### src/rtl/axis_rr_arbiter_pkg.sv
// Shared types and width helpers for the AXI-Stream round-robin arbiter.
// Holds the FSM state enum and the port-index width rule.
package axis_rr_arbiter_pkg;

    typedef enum logic {
        IDLE  = 1'b0,
        GRANT = 1'b1
    } state_e;

    localparam int MIN_PORTS = 2;
    localparam int MAX_PORTS = 16;

    function automatic int clog2(input int n);
        int r;
        r = 0;
        for (int i = 0; i < 31; i++) begin
            if ((1 << i) < n) r = i + 1;
        end
        return r;
    endfunction

    // Port index is never narrower than one bit
    function automatic int idx_w(input int n);
        return (clog2(n) < 1) ? 1 : clog2(n);
    endfunction

endpackage

### src/rtl/axis_rr_arbiter_if.sv
// AXI-Stream bundle: N lanes of tdata/tvalid/tlast/tready plus a tuser field.
// The arbiter uses an N-lane copy on its input and a single lane on its output.
interface axis_rr_arbiter_if #(
    parameter int N  = 1,
    parameter int DW = 32,
    parameter int UW = 1
) ();

    logic [N*DW-1:0] tdata;
    logic [N-1:0]    tvalid;
    logic [N-1:0]    tlast;
    logic [N-1:0]    tready;
    logic [UW-1:0]   tuser;

    modport master (
        output tdata,
        output tvalid,
        output tlast,
        output tuser,
        input  tready
    );

    modport slave (
        input  tdata,
        input  tvalid,
        input  tlast,
        input  tuser,
        output tready
    );

endinterface

### src/rtl/axis_rr_pick.sv
// Combinational round-robin picker: first set request at or above ptr,
// wrapping at NUM_PORTS, via a double-width rotate and priority encode.
module axis_rr_pick #(
    parameter int NUM_PORTS = 4,
    parameter int IDX_W     = 2
) (
    input  logic [NUM_PORTS-1:0] req,
    input  logic [IDX_W-1:0]     ptr,
    output logic                 found,
    output logic [IDX_W-1:0]     idx
);

    logic [NUM_PORTS-1:0] w_rot;
    logic [IDX_W:0]       w_off;
    logic [IDX_W:0]       w_sum;

    assign w_rot = NUM_PORTS'({req, req} >> ptr);
    assign found = |req;

    // Downward scan leaves the lowest set offset in w_off
    always_comb begin
        w_off = '0;
        for (int i = NUM_PORTS - 1; i >= 0; i--) begin
            if (w_rot[i]) w_off = (IDX_W + 1)'(i);
        end
    end

    assign w_sum = {1'b0, ptr} + w_off;

    always_comb begin
        idx = IDX_W'(w_sum);
        if (w_sum >= (IDX_W + 1)'(NUM_PORTS)) begin
            idx = IDX_W'(w_sum - (IDX_W + 1)'(NUM_PORTS));
        end
    end

endmodule

### src/rtl/axis_rr_arbiter.sv
// Packet-locked round-robin AXI-Stream arbiter with a registered output stage.
// The granted port index travels with each beat on m_axis.tuser.
module axis_rr_arbiter
    import axis_rr_arbiter_pkg::*;
#(
    parameter int NUM_PORTS  = 4,
    parameter int DATA_WIDTH = 32
) (
    input  logic                 aclk,
    input  logic                 aresetn,
    input  logic [NUM_PORTS-1:0] cfg_port_enable,
    axis_rr_arbiter_if.slave     s_axis,
    axis_rr_arbiter_if.master    m_axis,
    output logic                 sts_busy
);

    localparam int IDX_W = idx_w(NUM_PORTS);

    state_e                r_state;
    logic [IDX_W-1:0]      r_ptr;
    logic [IDX_W-1:0]      r_gnt_idx;
    logic                  r_busy;
    logic [DATA_WIDTH-1:0] r_m_tdata;
    logic                  r_m_tvalid;
    logic                  r_m_tlast;
    logic [IDX_W-1:0]      r_m_tuser;

    logic [NUM_PORTS-1:0]  w_req;
    logic                  w_found;
    logic [IDX_W-1:0]      w_pick;
    logic                  w_out_free;
    logic [NUM_PORTS-1:0]  w_tready;
    logic                  w_accept;
    logic                  w_in_last;
    logic [DATA_WIDTH-1:0] w_in_data;
    logic [IDX_W-1:0]      w_ptr_next;

    assign w_req = s_axis.tvalid & cfg_port_enable;

    axis_rr_pick #(
        .NUM_PORTS (NUM_PORTS),
        .IDX_W     (IDX_W)
    ) u_pick (
        .req   (w_req),
        .ptr   (r_ptr),
        .found (w_found),
        .idx   (w_pick)
    );

    assign w_out_free = ~r_m_tvalid | m_axis.tready;

    always_comb begin
        w_tready = '0;
        if (r_state == GRANT) w_tready[r_gnt_idx] = w_out_free;
    end

    assign w_accept  = w_tready[r_gnt_idx] & s_axis.tvalid[r_gnt_idx];
    assign w_in_last = s_axis.tlast[r_gnt_idx];
    assign w_in_data = s_axis.tdata[r_gnt_idx*DATA_WIDTH +: DATA_WIDTH];

    // Wrap at NUM_PORTS, not at the power of two above it
    assign w_ptr_next = (r_gnt_idx == IDX_W'(NUM_PORTS - 1)) ?
                        '0 : r_gnt_idx + 1'b1;

    always_ff @(posedge aclk or negedge aresetn) begin
        if (!aresetn) begin
            r_state    <= IDLE;
            r_ptr      <= '0;
            r_gnt_idx  <= '0;
            r_busy     <= 1'b0;
            r_m_tdata  <= '0;
            r_m_tvalid <= 1'b0;
            r_m_tlast  <= 1'b0;
            r_m_tuser  <= '0;
        end else begin
            unique case (r_state)
                IDLE: begin
                    if (w_found) begin
                        r_gnt_idx <= w_pick;
                        r_state   <= GRANT;
                        r_busy    <= 1'b1;
                    end
                end
                GRANT: begin
                    if (w_accept && w_in_last) begin
                        r_ptr   <= w_ptr_next;
                        r_state <= IDLE;
                        r_busy  <= 1'b0;
                    end
                end
                default: begin
                    r_state <= IDLE;
                    r_busy  <= 1'b0;
                end
            endcase

            if (w_accept) begin
                r_m_tdata  <= w_in_data;
                r_m_tlast  <= w_in_last;
                r_m_tuser  <= r_gnt_idx;
                r_m_tvalid <= 1'b1;
            end else if (m_axis.tready) begin
                r_m_tvalid <= 1'b0;
            end
        end
    end

    assign s_axis.tready = w_tready;
    assign m_axis.tdata  = r_m_tdata;
    assign m_axis.tvalid = r_m_tvalid;
    assign m_axis.tlast  = r_m_tlast;
    assign m_axis.tuser  = r_m_tuser;
    assign sts_busy      = r_busy;

endmodule

### src/flat_wrapper.sv
// flat-port wrapper written by rule: the top's interface ports become plain ports
module axis_rr_arbiter_flat import axis_rr_arbiter_pkg::*;
#(
    parameter int NUM_PORTS  = 4,
    parameter int DATA_WIDTH = 32
)
  (aclk, aresetn, cfg_port_enable, sts_busy, s_axis_tdata, s_axis_tvalid, s_axis_tlast, s_axis_tuser, s_axis_tready, m_axis_tdata, m_axis_tvalid, m_axis_tlast, m_axis_tuser, m_axis_tready);
  axis_rr_arbiter_if #(.N((4)), .DW((32)), .UW(1)) s_axis_i ();
  axis_rr_arbiter_if #(.N(1), .DW((32)), .UW(2)) m_axis_i ();
  input  logic aclk;
  input  logic aresetn;
  input  logic [NUM_PORTS-1:0] cfg_port_enable;
  output logic sts_busy;
  input wire logic [$bits(s_axis_i.tdata)-1:0] s_axis_tdata;
  input wire logic [$bits(s_axis_i.tvalid)-1:0] s_axis_tvalid;
  input wire logic [$bits(s_axis_i.tlast)-1:0] s_axis_tlast;
  input wire logic [$bits(s_axis_i.tuser)-1:0] s_axis_tuser;
  output wire logic [$bits(s_axis_i.tready)-1:0] s_axis_tready;
  output wire logic [$bits(m_axis_i.tdata)-1:0] m_axis_tdata;
  output wire logic [$bits(m_axis_i.tvalid)-1:0] m_axis_tvalid;
  output wire logic [$bits(m_axis_i.tlast)-1:0] m_axis_tlast;
  output wire logic [$bits(m_axis_i.tuser)-1:0] m_axis_tuser;
  input wire logic [$bits(m_axis_i.tready)-1:0] m_axis_tready;
  assign s_axis_i.tdata = s_axis_tdata;
  assign s_axis_i.tvalid = s_axis_tvalid;
  assign s_axis_i.tlast = s_axis_tlast;
  assign s_axis_i.tuser = s_axis_tuser;
  assign s_axis_tready = s_axis_i.tready;
  assign m_axis_tdata = m_axis_i.tdata;
  assign m_axis_tvalid = m_axis_i.tvalid;
  assign m_axis_tlast = m_axis_i.tlast;
  assign m_axis_tuser = m_axis_i.tuser;
  assign m_axis_i.tready = m_axis_tready;
  axis_rr_arbiter #(.NUM_PORTS(NUM_PORTS), .DATA_WIDTH(DATA_WIDTH)) u_core (.aclk(aclk), .aresetn(aresetn), .cfg_port_enable(cfg_port_enable), .s_axis(s_axis_i), .m_axis(m_axis_i), .sts_busy(sts_busy));
endmodule
### config.mk
export PLATFORM = sky130hd
export DESIGN_NAME = axis_rr_arbiter_flat
export DESIGN_NICKNAME = d
export VERILOG_FILES = /design/src/rtl/axis_rr_arbiter_pkg.sv /design/src/rtl/axis_rr_arbiter_if.sv /design/src/rtl/axis_rr_pick.sv /design/src/rtl/axis_rr_arbiter.sv /design/src/flat_wrapper.sv
export SDC_FILE = /design/constraint.sdc
export NUM_CORES = 1
export LEC_CHECK = 0
export BUFFER_PORTS_ARGS = -buffer_cell sky130_fd_sc_hd__buf_2
export CELL_PAD_IN_SITES_DETAIL_PLACEMENT = 2
export CELL_PAD_IN_SITES_GLOBAL_PLACEMENT = 2
export CORE_MARGIN = 4
export CORE_UTILIZATION = 28
export CTS_CLUSTER_SIZE = 30
export DETAILED_ROUTE_END_ITERATION = 6
export PLACE_DENSITY_LB_ADDON = 0.1
export SLEW_MARGIN = 40
export SYNTH_ARGS = -nofsm -noshare
export SYNTH_HDL_FRONTEND = slang
export SYNTH_SLANG_ARGS = --single-unit
### constraint.sdc
create_clock -name aclk -period 3.6 [get_ports aclk]
set_input_delay 0.18 -clock aclk [delete_from_list [all_inputs] [get_ports aclk]]
set_output_delay 0.18 -clock aclk [all_outputs]
set_load 0.01 [all_outputs]
==> qor.yml, run 1 <==
run_status:
  outcome: "finished, final reports clean"
worst_setup_path:
  cp.required_ps: 3790
  cp_slowest_cell: "o211a_2"
  cp_top_family: "compound AO/OA/AOI/OAI gates"
  cp-start-kind: "flip-flop"
  path_class: "reg -> reg"
  end_kind: "flip-flop"
  cp.arrival_ps: 3070
  rr_worst_depth: 7
  worstSetupStartpoint: "u_core.r_gnt_idx[1]"
  path_cells: "inv_1, ha_1, nand2_1, o21ai_1, o211a_2, buf_12, mux2_2"
  r2r_start: "u_core.r_gnt_idx[1]"
  path_buf_inv: 2
  crit_fanout: 23
  path_depth: 7
  max_stage_delay_ps: 740
timing:
  final-setup-viol-count: 0
  min_period_ps: 2879
  max_freq_mhz: 347.3
  skew_ps: 12.08
  slew_headroom_pct: 47.07
  hold_violations: 0
  rsz0062_at_grt: "no"
  setup_tns_ps: 0
  fin_ws_ps: 720.6
  tightest_slew_ps: 794.0
  fin_crit_sh_pct: 79.98
  drv_slew: 0
cts:
  clk_pin_slew_ps: 90
  clk_latency_ps: 290
  hold_buffers: 1
  cts_sinks: 42
  cts-root-buf: "clkbuf_8"
  cts_buffer_depth: 2
  cts_resized: 0
  cts_tree: "yes"
  cts_buffers: 5
  cts_setup_buffers: 0
  htreeDepth: 2
job:
  cap_violations: 0
yosys:
  yosys.area.top_type: "dfrtp_1"
  yosysMostFrequentCell: "dfrtp_1"
  syn_inst: 192
  seq_area_frac_synth_pct: 36.87
  ys_async_sr_fraction_pct: 100.0
  synth_edf_count: 0
  ys_dominant_reg_cell: "dfrtp_1"
  yosys-top-cells-count: "42 x dfrtp_1, 27 x mux4_2, 20 x mux2_4"
  synthTopCellsByArea: "dfrtp_1 37%, mux4_2 21%, mux2_4 11%"
  synth_seq_cells: 42
  ys_warn_count: 0
  syn_area_per_cell_um2: 14.84
  ys_types: 42
  syn-num-nets: 341
  synth_top_area_share_pct: 36.87
  syn_area_um2: 2850
pwr:
  clockPowerShare_pct: 13.9
  p_int_mw: 2.047
  power_switching_mw: 1.154
  peakVddDrop_uv: 277.7
  p_seq_share_pct: 29.6
  power_frac_comb_pct: 56.5
  pwr_density_cell_nw_per_um2: 804.0
  swShare_pct: 36.05
  power_mw: 3.201
  cellLeakagePower_nw: 1.934
placed_design:
  portBuffers: 183
  dp.cells: 497
  place.gp.congestion: 0.6648
  dp_hpwl_um: 7768
  place_ws_ps: 655.4
global_route:
  antenna_found_initial: 0
  grt_pass1_wl_um: 14230
  grt.total_usage_pct: 15.61
  gr-total-overflow: 0
  grt_max_degree: 43
  grt_pass1_vias: 2708
floorplan:
  die-area_um2: 11860
  die_w_um: 108.9
  rows: 36
  core_um2: 9864
  io_pins: 185
  start_util_pct: 28.89
  fp.dieH_um: 108.9
finish:
  n_antenna_cell: 0
  final_util_pct: 40.36
  syn_to_final_growth_pct: 39.68
  final_cells: 506
  fillers: 1058
  nets: 521
  drive_gt1_share_pct: 69.97
route:
  wire_per_inst_um: 18.58
  firstDrtPassIters: 4
  via_per_inst: 4.846
  ant_nets: 0
  finalWirelength_um: 9403
  detail_route.iter0.violations: 72
  vias: 2452
  drcViolationCount: 0
worst_hold_path:
  hp-class: "in -> reg"
  min_from: "m_axis_tready"
  min_path_cells: 3
## metrics by stage
| step | hold WS, ps | instance area (µm²) |
|---|---|---|
| 3_5_place_dp | 214.8 | 3834 |
| 3_3_place_gp | 402.3 | 3831 |
| 4_1_cts | 244.7 | 3981 |
| 6_report | 255.7 | 3981 |
| 5_1_grt | 286.2 | 3981 |
| 2_1_floorplan | -115.6 | 2850 |
## power groups by stage
| stage | clock (mW) | combinational (mW) | sequential (mW) |
|---|---|---|---|
| 2_1_floorplan | 0 | 1.36 | 0.948 |
| 3_3_place_gp | 0 | 1.82 | 0.954 |
| 3_5_place_dp | 0 | 1.85 | 0.961 |
| 4_1_cts | 0.464 | 1.86 | 0.956 |
| 5_1_grt | 0.482 | 1.97 | 0.998 |
| 6_report | 0.446 | 1.81 | 0.946 |
## metal layers
layer,vias up,wire length (µm),track usage (%)
li1,1119,-,-
met1,1213,3482,18.08
met2,113,4900,27.98
met3,7,934,5.269
met4,0,86,3.156
met5,-,0,0
## path summary, 6_finish.rpt
kind	to	slack, ps
setup / recovery	u_core.m_axis.tdata[16]	720
hold / removal	u_core.m_axis.tvalid	260
setup reg to reg	u_core.m_axis.tdata[16]	720
hold reg to reg	u_core.m_axis.tdata[7]	500
max in group asynchronous	u_core.r_gnt_idx[0]	2750
min in group asynchronous	u_core.m_axis.tdata[19]	410
## layout make-up
| class | count | area (µm²) | area share, % |
|---|---|---|---|
| flip-flops and latches | 42 | 1052 | 26.43 |
| multi-input cells | 131 | 1643 | 41.26 |
| inverters | 5 | 18.77 | 0.4714 |
| clock inverters | 3 | 68.82 | 1.728 |
| repair buffers | 187 | 963.4 | 24.20 |
| well taps | 133 | 166.4 | 4.180 |
| clock buffers | 5 | 68.82 | 1.728 |
## cell usage in the layout, fill, tap and decap left out, types with 2 or more instances in the layout
master / synthesis / routed
nor2_1: 3 / 3
dfrtp_1: 42 / 41
mux4_1: 5 / 5
nand2_1: 12 / 12
a21oi_1: 6 / 6
mux4_2: 27 / 27
and3_1: 4 / 4
and2_1: 3 / 3
buf_4: 1 / 3
mux2_4: 20 / 20
buf_2: 2 / 182
ha_1: 5 / 5
bufinv_16: 0 / 2
inv_1: 5 / 5
mux2_2: 16 / 16
o21ai_0: 3 / 3
nand3_1: 4 / 4
clkbuf_8: 0 / 5
a31oi_1: 2 / 2
## logic make-up (layout without fill, tap and decap cells)
| family | Yosys count | in the layout | share of synthesized area (%) |
|---|---|---|---|
| adder cells (fa/ha/maj) | 5 | 5 | 2.195 |
| flip-flops | 42 | 42 | 36.87 |
| buffers and inverters | 19 | 200 | 5.487 |
| multiplexers | 70 | 70 | 43.55 |
| XOR/XNOR | 1 | 1 | 0.3073 |
| AND/OR/NAND/NOR | 30 | 30 | 5.180 |
| AO/OA/AOI/OAI | 25 | 25 | 6.409 |
## flip-flops by register name, summed over array words and instances, names as in the netlist
name	flops
u_core.m_axis.tdata	32
u_core.r_gnt_idx	2
u_core.m_axis.tvalid	1
u_core.sts_busy	1
u_core.m_axis.tuser	2
u_core.m_axis.tlast	1
u_core.r_ptr	2
u_core.r_state	1
## worst register-to-register path, delay by kind of cell, from the launching register on
family / cells / cell delay [ps]
DFF: 1 / 670
and+or+nand+nor: 1 / 70
AOI/OAI and AO/OA: 2 / 970
adders and majority gates: 1 / 210
buffers and inverters: 2 / 520
muxes: 1 / 350
No activity file was read; power rests on OpenSTA's default activity.
==> inputs of run 2 (changes only) <==
--- a/config.mk
+++ b/config.mk
@@ -9,7 +9,7 @@
 export CELL_PAD_IN_SITES_DETAIL_PLACEMENT = 2
 export CELL_PAD_IN_SITES_GLOBAL_PLACEMENT = 2
 export CORE_MARGIN = 4
-export CORE_UTILIZATION = 28
+export CORE_UTILIZATION = 26
 export CTS_CLUSTER_SIZE = 30
 export DETAILED_ROUTE_END_ITERATION = 6
 export PLACE_DENSITY_LB_ADDON = 0.1
==> constraint.sdc (replaced) <==
create_clock -name aclk -period 2.9 [get_ports aclk]
set_input_delay 0.145 -clock aclk [delete_from_list [all_inputs] [get_ports aclk]]
set_output_delay 0.145 -clock aclk [all_outputs]
set_load 0.01 [all_outputs]
==> run 2 against run 1 <==
Against the previous run: sequential power up 15%; via count down 0.41%; global-route usage down 0.39 points; core utilization down 2.9 points; largest cell class unchanged; highest routed layer unchanged.
==> qor.yml, run 2 (same netlist as run 1, synthesis figures left out) <==
global_route:
  grt_pass1_vias: 2928
  grt.total_usage_pct: 15.23
  grt_pass1_wl_um: 15430
  gr-total-overflow: 0
  grt_max_degree: 43
  antenna_found_initial: 0
worst_setup_path:
  path_cells: "buf_4, ha_1, nand3_1, o21ai_1, o211a_2, buf_4, mux2_2"
  path_buf_inv: 2
  cp_top_family: "buffers and inverters"
  cp-start-kind: "flip-flop"
  rr_worst_depth: 7
  crit_fanout: 22
  path_class: "reg -> reg"
  max_stage_delay_ps: 420
  cp_slowest_cell: "dfrtp_2"
  cp.required_ps: 3080
  path_depth: 7
  crit_top_cell: "buf_4"
  end_kind: "flip-flop"
  cp.arrival_ps: 2400
timing:
  fin_crit_sh_pct: 76.55
  setup_tns_ps: 0
  skew_ps: 4.569
  slew_headroom_pct: 63.59
  rsz0062_at_grt: "no"
  fin_ws_ps: 679.9
  min_period_ps: 2220
  final-setup-viol-count: 0
  drv_slew: 0
  tightest_slew_ps: 546.2
  max_freq_mhz: 450.4
  hold_violations: 0
placed_design:
  place_ws_ps: 652.4
  dp_hpwl_um: 7849
  portBuffers: 183
  place.gp.congestion: 0.7772
  placed_area_um2: 3847
cts:
  hold_buffers: 1
  cts_buffers: 5
  cts_tree: "yes"
  cts-root-buf: "clkbuf_8"
  clk_latency_ps: 290
  cts_sinks: 42
  cts_resized: 0
  cts_buffer_depth: 2
  clk_pin_slew_ps: 80
  htreeDepth: 2
  cts_setup_buffers: 0
pwr:
  power_switching_mw: 1.410
  p_seq_share_pct: 28.8
  cellLeakagePower_nw: 1.921
  p_int_mw: 2.361
  pwr_density_cell_nw_per_um2: 957.8
  swShare_pct: 37.38
  power_frac_comb_pct: 61.7
  peakVddDrop_uv: 309.2
  clockPowerShare_pct: 9.5
route:
  drcViolationCount: 0
  detail_route.iter0.violations: 50
  wire_per_inst_um: 18.64
  via_per_inst: 4.779
  finalWirelength_um: 9525
  vias: 2442
  firstDrtPassIters: 3
  ant_nets: 0
finish:
  final_cell_mix: "182 x buf_2, 41 x dfrtp_1, 27 x mux4_2, 20 x mux2_4, 16 x mux2_2"
  n_antenna_cell: 0
  nets: 524
  final_common_cell: "buf_2"
  syn_to_final_growth_pct: 38.10
  multiInputGateArea_um2: 1643
  drive_gt1_share_pct: 70.13
  largest_reg_flops: 32
  final_util_pct: 37.46
  fillers: 1123
  regArea_um2: 1052
  fin_area_um2: 3936
floorplan:
  io_pins: 185
  die-area_um2: 12700
  die_w_um: 112.7
  fp.dieH_um: 112.7
  start_util_pct: 27.12
  rows: 37
  core_um2: 10510
worst_hold_path:
  hp-class: "in -> reg"
  min_path_cells: 3
run_status:
  outcome: "finished, final reports clean"
job:
  cap_violations: 0
==> run 2: layer usage <==
layer	GRT usage (%)	vias up	wire length [µm]
met5	0	-	0
met4	3.365	0	77
met3	3.743	4	657
met2	26.86	101	4989
met1	18.81	1215	3800
li1	-	1122	-
==> run 2: area by class of cell <==
type,count,share of cell area [%]
flip-flops and latches,42,26.73
well taps,136,4.323
multi-input cells,131,41.74
inverters,5,0.4768
clock inverters,2,0.2543
clock buffers,5,1.748
repair buffers,190,24.73
==> run 2: power groups by stage <==
stage / Sequential (mW) / Combinational (mW) / Clock (mW)
after global routing: 1.15 / 2.55 / 0.408
final: 1.09 / 2.32 / 0.358
after detailed placement: 1.10 / 2.38 / 0
after floorplan: 1.18 / 1.69 / 0
after CTS: 1.10 / 2.39 / 0.384
after global placement: 1.09 / 2.36 / 0
==> run 2: worst register-to-register path, delay by kind of cell (launching register included) <==
kind / cells / cell delay [ps]
compound gates: 2 / 390
fa+ha+maj: 1 / 210
flops: 1 / 420
mux: 1 / 390
buf+inv: 2 / 620
simple gates: 1 / 80
==> run 2: worst paths after layout <==
| kind | end | start | slack [ps] |
|---|---|---|---|
| max | u_core.m_axis.tdata[12] | u_core.r_gnt_idx[0] | 680 |
| min | u_core.m_axis.tvalid | m_axis_tready | 250 |
| max reg2reg | u_core.m_axis.tdata[12] | u_core.r_gnt_idx[0] | 680 |
| min reg2reg | u_core.m_axis.tuser[0] | u_core.m_axis.tuser[0] | 490 |
| max in group asynchronous | u_core.r_gnt_idx[0] | aresetn | 2120 |
| min in group asynchronous | u_core.m_axis.tdata[0] | aresetn | 380 |
==> run 2: per-stage QoR <==
step | instances | hold slack [ps] | power (mW)
3_3_place_gp | 503 | 366.7 | 3.444
4_1_cts | 511 | 247.5 | 3.872
6_report | 511 | 246.6 | 3.770
3_5_place_dp | 503 | 179.9 | 3.485
5_1_grt | 511 | 289.5 | 4.103
2_1_floorplan | 192 | -150.6 | 2.867
==> inputs of run 3 (changes only) <==
--- a/config.mk
+++ b/config.mk
@@ -5,11 +5,12 @@
 export SDC_FILE = /design/constraint.sdc
 export NUM_CORES = 1
 export LEC_CHECK = 0
+export ABC_AREA = 1
 export BUFFER_PORTS_ARGS = -buffer_cell sky130_fd_sc_hd__buf_2
 export CELL_PAD_IN_SITES_DETAIL_PLACEMENT = 2
 export CELL_PAD_IN_SITES_GLOBAL_PLACEMENT = 2
 export CORE_MARGIN = 4
-export CORE_UTILIZATION = 26
+export CORE_UTILIZATION = 19
 export CTS_CLUSTER_SIZE = 30
 export DETAILED_ROUTE_END_ITERATION = 6
 export PLACE_DENSITY_LB_ADDON = 0.1
==> constraint.sdc (replaced) <==
create_clock -name aclk -period 1.9 [get_ports aclk]
set_input_delay 0.095 -clock aclk [delete_from_list [all_inputs] [get_ports aclk]]
set_output_delay 0.095 -clock aclk [all_outputs]
set_load 0.01 [all_outputs]
==> run 3 against run 2 <==
Against the previous run: hold slack got worse by 160 ps; combinational power increased by 97%; fmax increased by 26%; clock-buffer cell count increased by 1; final cell count increased by 63%; final area increased by 11%; non-clock buffer count increased by 18; power increased by 89%; core utilization decreased by 9.0 points; largest cell class unchanged; largest power group unchanged.
==> qor.yml, run 3 <==
worst_setup_path:
  crit_fanout: 6
  rr_worst_depth: 12
  path_class: "reg -> reg"
  reg2reg_to: "u_core.r_gnt_idx[1]"
  r2r_start: "u_core.r_ptr[0]"
  cp-start-kind: "flip-flop"
  worstSetupStartpoint: "u_core.r_ptr[0]"
  cp.arrival_ps: 1930
  rrSetupSlack_ps: 140
  end_kind: "flip-flop"
  cp.required_ps: 2070
  crit_path_end: "u_core.r_gnt_idx[1]"
global_route:
  grt.total_usage_pct: 15.46
  grt_max_degree: 39
  grt_pass1_wl_um: 22280
  grt_pass1_vias: 4151
  gr-total-overflow: 0
  antenna_found_initial: 2
finish:
  final_common_cell: "buf_2"
  final_cell_mix: "183 x buf_2, 102 x nand2_1, 70 x nor2_1, 68 x o21ai_0, 47 x nand3_1"
  fin_area_um2: 4360
  syn_to_final_growth_pct: 46.24
  fillers: 1899
  n_antenna_cell: 0
  drive_gt1_share_pct: 38.16
  final_cells: 832
  nets: 769
  largest_reg_flops: 32
yosys:
  yosys-top-cells-count: "102 x nand2_1, 70 x nor2_1, 68 x o21ai_0"
  yosysMostFrequentCell: "nand2_1"
  synthTopCellsByArea: "dfrtp_1 35%, nand2_1 13%, o21ai_0 11%"
  synth_edf_count: 0
  ys_warn_count: 0
  seq_area_frac_synth_pct: 35.25
  synth_top_area_share_pct: 35.25
  yosys.area.top_type: "dfrtp_1"
  synth_seq_cells: 42
  ys_async_sr_fraction_pct: 100.0
  syn-num-nets: 587
  syn_area_um2: 2982
  ys_dominant_reg_cell: "dfrtp_1"
  syn_area_per_cell_um2: 6.807
  ys_types: 24
  syn_inst: 438
pwr:
  p_seq_share_pct: 23.2
  p_int_mw: 3.600
  swShare_pct: 49.39
  clockPowerShare_pct: 12.4
  peakVddDrop_uv: 479.2
  power_frac_comb_pct: 64.4
  pwr_density_cell_nw_per_um2: 1631
  cellLeakagePower_nw: 2.321
  power_switching_mw: 3.513
placed_design:
  dp.cells: 819
  placed_area_um2: 4135
  portBuffers: 183
  dp_hpwl_um: 11110
  place.gp.congestion: 0.7464
timing:
  skew_ps: 7.490
  slew_headroom_pct: 68.95
  max_freq_mhz: 569.7
  drv_slew: 0
  hold_violations: 0
  rsz0062_at_grt: "yes"
  tightest_slew_ps: 465.8
  fin_crit_sh_pct: 92.38
  final-setup-viol-count: 0
  min_period_ps: 1755
route:
  wire_per_inst_um: 16.82
  ant_nets: 0
  detail_route.iter0.violations: 61
  finalWirelength_um: 14000
  firstDrtPassIters: 4
  drcViolationCount: 0
  via_per_inst: 4.534
  vias: 3772
cts:
  cts_sinks: 42
  clk_pin_slew_ps: 60
  clk_latency_ps: 290
  htreeDepth: 2
  cts_buffer_depth: 2
  cts-root-buf: "clkbuf_16"
  cts_tree: "yes"
  cts_buffers: 5
floorplan:
  die-area_um2: 17760
  io_pins: 185
  rows: 45
  core_um2: 15310
  fp.dieH_um: 133.3
  die_w_um: 133.3
  start_util_pct: 19.47
job:
  cap_violations: 0
worst_hold_path:
  hp-class: "in -> reg"
run_status:
  outcome: "finished, final reports clean"
## run 3: cell count changes in the layout (fill, tap and decap cells not counted), moves of 10 or more
cell and change:
nand2_1 +90, mux2_4 -20, buf_4 +12, nand3_1 +43, o21ai_0 +65, mux4_2 -27
inv_1 +10, nor2_1 +67, mux2_2 -16, o22ai_1 +32
## run 3: routing by layer
metal	vias up	track usage (%)	routed length [µm]
met2	118	27.06	6829
met4	4	4.057	257
met3	16	4.909	1000
met5	-	0	34
li1	1829	-	-
met1	1805	18.31	5873
## run 3: repair_timing
| item | 4_1_cts | 5_1_grt |
|---|---|---|
| endpoints found under the setup margin | 4 | 36 |
| buffers inserted | 0 | 4 |
| hold endpoints to repair | 15 | 0 |
| hold buffers | 1 | 0 |
| pin swaps | 0 | 2 |
| gates resized for setup | 1 | 10 |
## run 3: cell families (layout without fill, tap and decap cells)
kind of cell	count (synthesis)	count (layout)	share of synthesized area (%)
AO/OA/AOI/OAI	104	104	18.97
adder cells (fa/ha/maj)	5	5	2.098
flip-flops	42	42	35.25
XOR/XNOR	1	1	0.2938
buffers and inverters	50	233	8.980
AND/OR/NAND/NOR	236	236	34.41
## run 3: power groups by stage
stage	registers (mW)	logic [mW]	clock network (mW)
2_1_floorplan	1.75	2.80	0
3_3_place_gp	1.64	4.45	0
3_5_place_dp	1.66	4.59	0
4_1_cts	1.65	4.62	0.930
5_1_grt	1.72	5.25	0.954
6_report	1.65	4.58	0.884
## run 3: worst min path at each step
stage | from | endpoint | slack, ps | cells past startpoint
after CTS | m_axis_tready | u_core.m_axis.tvalid | 90 | 4
after floorplan | aresetn | u_core.m_axis.tdata[0] | -200 | 0
after global routing | m_axis_tready | u_core.m_axis.tvalid | 110 | 4
final | m_axis_tready | u_core.m_axis.tvalid | 90 | 4
after detailed placement | aresetn | u_core.m_axis.tuser[1] | 90 | 1
after global placement | aresetn | u_core.m_axis.tuser[1] | 80 | 1
## run 3: stage by stage
step           total power [mW]  utilization (%)  setup slack [ps]  TNS, ps  hold WS (ps)
4_1_cts                   7.198            28.08             42.04        0         91.34
5_1_grt                   7.926            28.47            -40.83   -40.83         107.7
3_3_place_gp              6.097            27.00             48.54        0         79.39
6_report                  7.113            28.47             144.7        0         89.56
2_1_floorplan             4.555                -             29.05        0        -200.6
3_5_place_dp              6.250            27.00             7.652        0         89.22
## run 3: critical path: stages, from the launching register on
cell and delay, ps:
dfrtp_2 460, inv_4 100, nand3_1 90, nand3_1 80, nand2_1 60, a31oi_1 180, nor2_1 70, ha_2 180
xnor2_2 140, inv_1 60, nand3_1 80, nand3_1 90, nand2_1 50
## run 3: final cells by class
class / count / area (µm²) / share of cell area, %
Tap cell: 211 / 264.0 / 6.055
Clock buffer: 6 / 138.9 / 3.185
Sequential cell: 42 / 1055 / 24.19
Inverter: 17 / 68.82 / 1.578
Clock inverter: 2 / 12.51 / 0.2869
Timing Repair Buffer: 208 / 1142 / 26.20
Multi-Input combinational cell: 346 / 1679 / 38.51
